==> src/rtl/audio_playback_buffer.sv <==
// Elastic FIFO between processor audio writes and the PWM serializer, replayed at a fixed sample rate.
// Pops on each sample tick while playing; full FIFO drops writes (overflow), empty tick repeats last sample (underrun).
module audio_playback_buffer #(
    parameter int DEPTH      = 16,
    parameter int SAMPLE_DIV = 907,
    parameter int PREFILL    = 8
) (
    input  logic                     clk,
    input  logic                     reset,
    input  logic [15:0]              sample_in,
    input  logic                     sample_ready,
    input  logic                     clear_flags,
    output logic [9:0]               duty_cycle,
    output logic                     sample_tick,
    output logic [$clog2(DEPTH):0]   level,
    output logic                     fifo_full,
    output logic                     fifo_empty,
    output logic                     playing,
    output logic                     overflow,
    output logic                     underrun
);

    localparam int AW = $clog2(DEPTH);
    localparam int LW = AW + 1;
    localparam int CW = $clog2(SAMPLE_DIV);

    typedef enum logic {FILL, PLAY} state_t;

    state_t          state;
    logic [CW-1:0]   tick_cnt;
    logic [AW-1:0]   wr_ptr;
    logic [AW-1:0]   rd_ptr;
    logic [9:0]      mem [DEPTH];

    logic            pop;
    logic            starve;
    logic            wr_en;
    logic            drop;
    logic [9:0]      wr_duty;

    assign sample_tick = (tick_cnt == CW'(SAMPLE_DIV - 1));
    assign fifo_full   = (level == LW'(DEPTH));
    assign fifo_empty  = (level == '0);
    assign playing     = (state == PLAY);

    assign pop    = sample_tick && (state == PLAY) && !fifo_empty;
    assign starve = sample_tick && (state == PLAY) && fifo_empty;
    assign wr_en  = sample_ready && (!fifo_full || pop);
    assign drop   = sample_ready && !wr_en;

    // Samples are stored already scaled; anything above 14 bits saturates to full scale.
    assign wr_duty = (sample_in[15:14] != 2'b00) ? 10'h3FF : sample_in[13:4];

    always_ff @(posedge clk or posedge reset) begin
        if (reset) begin
            tick_cnt <= '0;
        end else if (sample_tick) begin
            tick_cnt <= '0;
        end else begin
            tick_cnt <= tick_cnt + CW'(1);
        end
    end

    always_ff @(posedge clk) begin
        if (wr_en) begin
            mem[wr_ptr] <= wr_duty;
        end
    end

    always_ff @(posedge clk or posedge reset) begin
        if (reset) begin
            wr_ptr     <= '0;
            rd_ptr     <= '0;
            level      <= '0;
            duty_cycle <= 10'd512;
        end else begin
            if (wr_en) begin
                wr_ptr <= wr_ptr + AW'(1);
            end
            if (pop) begin
                rd_ptr     <= rd_ptr + AW'(1);
                duty_cycle <= mem[rd_ptr];
            end
            case ({wr_en, pop})
                2'b10:   level <= level + LW'(1);
                2'b01:   level <= level - LW'(1);
                default: level <= level;
            endcase
        end
    end

    always_ff @(posedge clk or posedge reset) begin
        if (reset) begin
            state <= FILL;
        end else begin
            case (state)
                FILL:    if (level >= LW'(PREFILL)) state <= PLAY;
                PLAY:    if (starve) state <= FILL;
                default: state <= FILL;
            endcase
        end
    end

    // A set event in the same cycle as clear_flags wins.
    always_ff @(posedge clk or posedge reset) begin
        if (reset) begin
            overflow <= 1'b0;
            underrun <= 1'b0;
        end else begin
            if (drop) begin
                overflow <= 1'b1;
            end else if (clear_flags) begin
                overflow <= 1'b0;
            end
            if (starve) begin
                underrun <= 1'b1;
            end else if (clear_flags) begin
                underrun <= 1'b0;
            end
        end
    end

endmodule

==> config.mk <==
export PLATFORM = sky130hd
export DESIGN_NAME = audio_playback_buffer
export DESIGN_NICKNAME = d
export VERILOG_FILES = /design/src/rtl/audio_playback_buffer.sv
export SDC_FILE = /design/constraint.sdc
export NUM_CORES = 1
export LEC_CHECK = 0
export CELL_PAD_IN_SITES_DETAIL_PLACEMENT = 1
export CELL_PAD_IN_SITES_GLOBAL_PLACEMENT = 1
export CORE_MARGIN = 3
export CORE_UTILIZATION = 35
export DETAILED_ROUTE_END_ITERATION = 8
export HOLD_SLACK_MARGIN = 0.06
export PLACE_DENSITY_LB_ADDON = 0.1
export REMOVE_ABC_BUFFERS = 1
export SLEW_MARGIN = 25
export SYNTH_ARGS = -nofsm -noshare
export SYNTH_HDL_FRONTEND = slang
export SYNTH_SLANG_ARGS = --single-unit
==> constraint.sdc <==
create_clock -name clk -period 9.47 [get_ports clk]
set_clock_uncertainty 0.2 [all_clocks]
set_input_delay 1.4205 -clock clk [delete_from_list [all_inputs] [get_ports clk]]
set_output_delay 1.4205 -clock clk [all_outputs]
set_load 0.01 [all_outputs]
==> results of run 1 <==
[routing by layer]
| layer | share of wire | GRT usage |
|---|---|---|
| met3 | 0.031 | 0.03308 |
| met2 | 0.49 | 0.2349 |
| met5 | 0 | 0 |
| met4 | 0.0086 | 0.02975 |
| met1 | 0.47 | 0.1995 |
[power breakdown]
group / switching (mW) / leakage [nW] / internal [mW] / total (mW)
Clock: 0.323 / 0.281 / 0.420 / 0.744
Sequential: 0.0406 / 1.83 / 1.02 / 1.06
Combinational: 0.128 / 0.957 / 0.0898 / 0.218
Total: 0.492 / 3.07 / 1.53 / 2.02
[cells in the mapped netlist (all sizes together)]
library cell  number  share of area
a311oi             1         0.0011
nor3b              1         0.0015
xor2              10          0.011
dfrtp             35           0.11
o41ai              1         0.0011
a32oi              1         0.0011
a32o               1         0.0012
mux2              13          0.018
nand2b             2         0.0015
inv               10         0.0046
o2bb2ai            1         0.0011
or4                1         0.0014
nand4              2         0.0015
or3               11         0.0085
ha                11          0.017
edfxtp           160           0.59
buf               11         0.0090
nand3              6         0.0037
nor3               2         0.0019
and3              18          0.015
o31ai              1        0.00093
a21oi              5         0.0031
and3b              1         0.0011
nand2              5         0.0023
a31oi              1        0.00078
mux4              40           0.11
mux2i             30          0.037
and4               2         0.0023
a22o               1         0.0011
nor2              13         0.0060
o21bai             1        0.00093
clkbuf            10         0.0046
nor2b              3         0.0023
and2               2         0.0015
a21boi             1         0.0023
o211a              1         0.0012
dfstp              1         0.0033
xnor2              8         0.0087
or2                1        0.00078
nor4               1        0.00078
o21ai              3         0.0019
nand4bb            1         0.0014
[flip-flops by register name (all words and copies together), names as in the netlist]
register,count
duty_cycle,10
level,5
mem,160
overflow,1
playing,1
rd_ptr,4
tick_cnt,10
underrun,1
wr_ptr,4
[worst max-delay path, delay by kind of cell (launching register included)]
kind,cells,cell delay [ps]
buf+inv,2,730
simple gates,2,800
fa+ha+maj,1,140
flops,1,440
[cell families (layout without fill, tap and decap cells)]
kind of cell    count (synthesis)  count (layout)  share of synthesized area
flops                         196             196                     0.7066
fa+ha+maj                      11              11                    0.01704
simple gates                   72              72                    0.05391
mux                            83              83                     0.1668
buf+inv                        31              81                    0.01828
xor+xnor                       18              18                    0.01952
compound gates                 19              19                    0.01782
[cells in the final DEF, fill, tap and decap left out, drive strengths merged, types with 11 or more instances in the layout]
cell type and n:
mux2 13, clkbuf 19, inv 14, clkdlybuf4s50 36
edfxtp 160, nor2 13, dfrtp 35, mux2i 30
mux4 40, or3 11, ha 11, and3 18
[worst paths after layout]
| path | startpoint | to | cells after the start |
|---|---|---|---|
| worst min-delay path | tick_cnt[5]$_DFF_PP0_ | tick_cnt[5]$_DFF_PP0_ | 1 |
| worst min register to register | tick_cnt[5]$_DFF_PP0_ | tick_cnt[5]$_DFF_PP0_ | 1 |
| worst max-delay path | tick_cnt[0]$_DFF_PP0_ | sample_tick | 5 |
| worst max register to register | tick_cnt[0]$_DFF_PP0_ | level[4]$_DFFE_PP0P_ | 13 |
| min in group asynchronous | reset | level[4]$_DFFE_PP0P_ | 3 |
| max in group asynchronous | reset | rd_ptr[1]$_DFFE_PP0P_ | 3 |
[layout make-up]
class                      instances  area, sq um
clock buffer                      19        432.9
fill                            2131        12920
clock inverter                    13        172.7
timing repair buffer              39        382.9
multi-input combinational        203         2222
tap                              280        350.3
sequential                       196         5709
inverter                          10        37.54
[through the flow]
stage,setup slack [ps],instances
after CTS,5230,760
after global placement,5220,728
after global routing,4899,760
after detailed placement,5164,728
final,5316,760
after floorplan,6062,409
==> impl_metrics.py, run 1 <==
metrics = {
    "route": {
        "postRouteAntennaNets": 0,
        "wirelength_um": 16840,
        "drc": 0,
        "drt_first_pass_iters": 4,
        "num_vias": 3917,
        "viasPerCell": 5.154,
        "drt_iter0_markers": 221,
        "wire_per_inst_um": 22.15,
    },
    "place": {
        "dpl.hpwl_um": 10270,
        "gp_congestion": 0.7057,
        "port_buffers": 36,
        "placement.cell_area_sq_um": 8702,
    },
    "setup_path": {
        "critPathMaxFanout": 8,
        "cp-end-kind": "output pin",
        "slowest_stage": "clkdlybuf4s50_1",
        "worstPathArrival_ps": 2530,
        "required_ps": 7850,
        "critical_path_class": "flop to output pin",
        "r2r_setup_slack_ps": 5330,
        "slowest_delay_ps": 640,
        "start_kind": "flop",
        "path_cells": "inv_1, ha_1, nand4bb_1, nor3_2, clkdlybuf4s50_1",
    },
    "clock_network": {
        "cts_buffer_depth": 2,
        "cts_made_buffers": 17,
        "ctsHoldBuffers": 0,
        "tritoncts": "done",
        "cts_root_buf": "clkbuf_16",
        "post-cts-setup-buffers": 0,
        "clkLatencyLatePin_ps": 430,
        "post_cts_resized": 0,
        "path_clk_slew_ps": 70,
        "clock-sinks": 196,
        "h-tree-depth": 4,
    },
    "floorplanning": {
        "die_area_sq_um": 24930,
        "core_sq_um": 22230,
        "row_count": 54,
        "ios": 41,
        "die_w_um": 157.9,
        "initial_utilization": 0.3633,
        "die_h_um": 157.9,
    },
    "logic_synthesis": {
        "ys_types": 47,
        "netlist_instances": 430,
        "postSynthAreaPerCell_sq_um": 18.78,
        "yosys_warnings": 0,
        "syn_area_sq_um": 8076,
        "ys_seq_area_frac": 0.7066,
        "ys_ff_latch": 196,
    },
    "sta": {
        "worst_slew_pin_slew_ps": 874.8,
        "finalCritPeriodShare": 0.4386,
        "hold_viol": 0,
        "setup-tns-final_ps": 0,
        "maxSlewViolCount": 0,
        "layout_min_cycle_time_ps": 4154,
        "setup_viol": 0,
        "rsz0062_at_grt": "false",
        "max_slew_margin": 0.4168,
        "holdWs_ps": 297.9,
        "clock.fmax_mhz": 240.7,
    },
    "cells_and_area": {
        "utilization": 0.4187,
        "syn_to_final_growth_pct": 15.24,
        "fin_area_sq_um": 9308,
        "nets": 498,
        "drive_above_1_share": 0.2125,
        "n_antenna_cell": 0,
    },
    "grt": {
        "gr-total-overflow": 0,
        "grt_pass1_vias": 4160,
        "grt_pass1_wl_um": 26050,
        "track_usage": 0.1439,
        "antenna_found_initial": 0,
        "grt_max_degree": 43,
    },
    "power": {
        "vdd_ir_drop_max_uv": 126.1,
        "pwr_density_cell_nw_per_um2": 216.9,
        "finalPower_mw": 2.019,
        "power.leakage_nw": 3.068,
    },
    "job": {
        "cap_viol_max_count": 0,
    },
    "hold_path": {
        "holdCritPathClass": "flop to flop",
    },
    "run_status": {
        "status": "completed",
    },
}
(Power assumes the default switching activity.)
==> run 2, diff against run 1 <==
==> constraint.sdc (replaced) <==
create_clock -name clk -period 3.4 [get_ports clk]
set_clock_uncertainty 0.2 [all_clocks]
set_input_delay 0.51 -clock clk [delete_from_list [all_inputs] [get_ports clk]]
set_output_delay 0.51 -clock clk [all_outputs]
set_load 0.01 [all_outputs]
==> run 2 against run 1 <==
Final cell count rose by 2.6%. Clock-buffer cell count fell by 2. Via count rose by 2.2%. Critical endpoint is now level[4]$_DFFE_PP0P_. Highest routed layer unchanged.
==> impl_metrics.py, run 2 (synthesized netlist as in run 1, its figures left out) <==
metrics = {
    "run_status": {
        "status": "completed",
    },
    "sta": {
        "setup-tns-final_ps": 0,
        "setup_viol": 0,
        "maxSlewViolCount": 0,
        "rsz0062_at_grt": "false",
        "holdWs_ps": 191.4,
        "worst_slew_pin_slew_ps": 869.7,
        "clock.fmax_mhz": 307.4,
        "layout_min_cycle_time_ps": 3253,
        "hold_viol": 0,
        "finalCritPeriodShare": 0.9568,
        "max_slew_margin": 0.4202,
    },
    "cells_and_area": {
        "utilization": 0.4249,
        "drive_above_1_share": 0.2500,
        "num-fill-cells": 2126,
        "top_regs": "mem (160), duty_cycle (10), tick_cnt (10)",
        "post_layout_nonfiller_instances": 780,
        "nets": 518,
        "syn_to_final_growth_pct": 16.93,
        "largest_register_ffs": 160,
        "layout_common_cells": "edfxtp_1, mux4_2, clkdlybuf4s50_1, dfrtp_1, mux2i_1",
        "n_antenna_cell": 0,
        "max_flop_register": "mem",
        "layout_commonest_cell": "edfxtp_1",
    },
    "clock_network": {
        "h-tree-depth": 4,
        "cts_buffer_depth": 2,
        "clkLatencyLatePin_ps": 430,
        "path_clk_slew_ps": 70,
        "clock-sinks": 196,
        "tritoncts": "done",
        "cts_root_buf": "clkbuf_16",
        "cts_made_buffers": 17,
        "ctsHoldBuffers": 0,
    },
    "floorplanning": {
        "die_area_sq_um": 24930,
        "die_h_um": 157.9,
        "core_sq_um": 22230,
        "ios": 41,
        "die_w_um": 157.9,
        "row_count": 54,
        "initial_utilization": 0.3633,
    },
    "route": {
        "drt_iter0_markers": 192,
        "viasPerCell": 5.131,
        "postRouteAntennaNets": 0,
        "wire_per_inst_um": 22.02,
        "wirelength_um": 17180,
        "num_vias": 4002,
        "drc": 0,
        "drt_first_pass_iters": 4,
    },
    "place": {
        "gp_congestion": 0.6917,
        "dpl.hpwl_um": 10950,
        "place_inst": 745,
        "port_buffers": 36,
    },
    "setup_path": {
        "r2r_setup_slack_ps": 150,
        "start_kind": "flop",
        "cp-end-kind": "flop",
        "required_ps": 3520,
        "critPathMaxFanout": 6,
        "worstPathArrival_ps": 3370,
        "critical_path_class": "flop to flop",
    },
    "grt": {
        "grt_pass1_vias": 4380,
        "grt_max_degree": 43,
        "antenna_found_initial": 0,
        "grt_pass1_wl_um": 26630,
        "gr-total-overflow": 0,
        "track_usage": 0.1484,
    },
    "job": {
        "cap_viol_max_count": 0,
    },
    "power": {
        "pwr_density_cell_nw_per_um2": 582.9,
        "power.leakage_nw": 3.167,
        "vdd_ir_drop_max_uv": 313.5,
    },
    "hold_path": {
        "holdCritPathClass": "input port to async pin",
    },
}
==> run 2: cell count changes in the layout (fill, tap and decap cells not counted), moves of 2 or more <==
cell and change:
clkinv_2 +2, buf_4 +18, inv_8 +3, clkbuf_1 -2
buf_12 +2, clkinvlp_4 -2, bufinv_16 -3, inv_6 +2
==> run 2: what timing repair did <==
item	CTS	global route
buffers inserted	0	3
endpoints found under the setup margin	0	1
resized for setup	0	2
==> run 2: per-layer routing <==
layer	share of wire	GRT usage	vias up
met5	0	0	-
met1	0.48	0.2051	2122
li1	-	-	1814
met4	0.013	0.04587	0
met2	0.49	0.2416	49
met3	0.021	0.02570	17
==> run 2: where the power goes <==
group	total [mW]	switching (mW)	internal (mW)
combinational	0.634	0.364	0.270
sequential	2.94	0.115	2.83
clock	1.93	0.957	0.970
total	5.50	1.44	4.07
==> run 2: worst paths after layout <==
path / from / to / cells after the start
worst max-delay path: tick_cnt[0]$_DFF_PP0_ / level[4]$_DFFE_PP0P_ / 13
worst min-delay path: reset / playing$_DFF_PP0_ / 2
worst max register to register: tick_cnt[0]$_DFF_PP0_ / level[4]$_DFFE_PP0P_ / 13
worst min register to register: overflow$_DFFE_PP0P_ / overflow$_DFFE_PP0P_ / 1
max in group asynchronous: reset / duty_cycle[9]$_DFFE_PP1P_ / 3
min in group clk: overflow$_DFFE_PP0P_ / overflow$_DFFE_PP0P_ / 1
==> run 2: critical path, cell delays in order (launching register included) <==
cell       delay [ps]
dfrtp_2           440
inv_1              70
ha_1              150
nand4bb_1         140
or4_4             610
a21boi_4          220
inv_1              80
ha_1              230
xor2_1            160
ha_1              220
o211a_1           220
o31ai_2           170
a31oi_1            80
xor2_1            150
==> run 2: stage by stage <==
| step | worst slack [ps] | power (mW) | area, sq um |
|---|---|---|---|
| 3_3_place_gp | 174.0 | 3.617 | 8853 |
| 3_5_place_dp | 156.0 | 3.656 | 8853 |
| 4_1_cts | 120.2 | 5.586 | 9415 |
| 6_report | 146.8 | 5.505 | 9444 |
| 2_1_floorplan | -7.842 | 3.336 | 7966 |
| 5_1_grt | 1.601 | 5.764 | 9444 |
==> run 2: layout make-up <==
class                   instances  area [sq um]  area share
repair buffers                 59         558.0     0.05909
well taps                     280         350.3     0.03710
inverters                      10         37.54    0.003975
flip-flops and latches        196          5709      0.6045
clock buffers                  17         425.4     0.04505
multi-input cells             203          2227      0.2358
clock inverters                15         136.4     0.01444
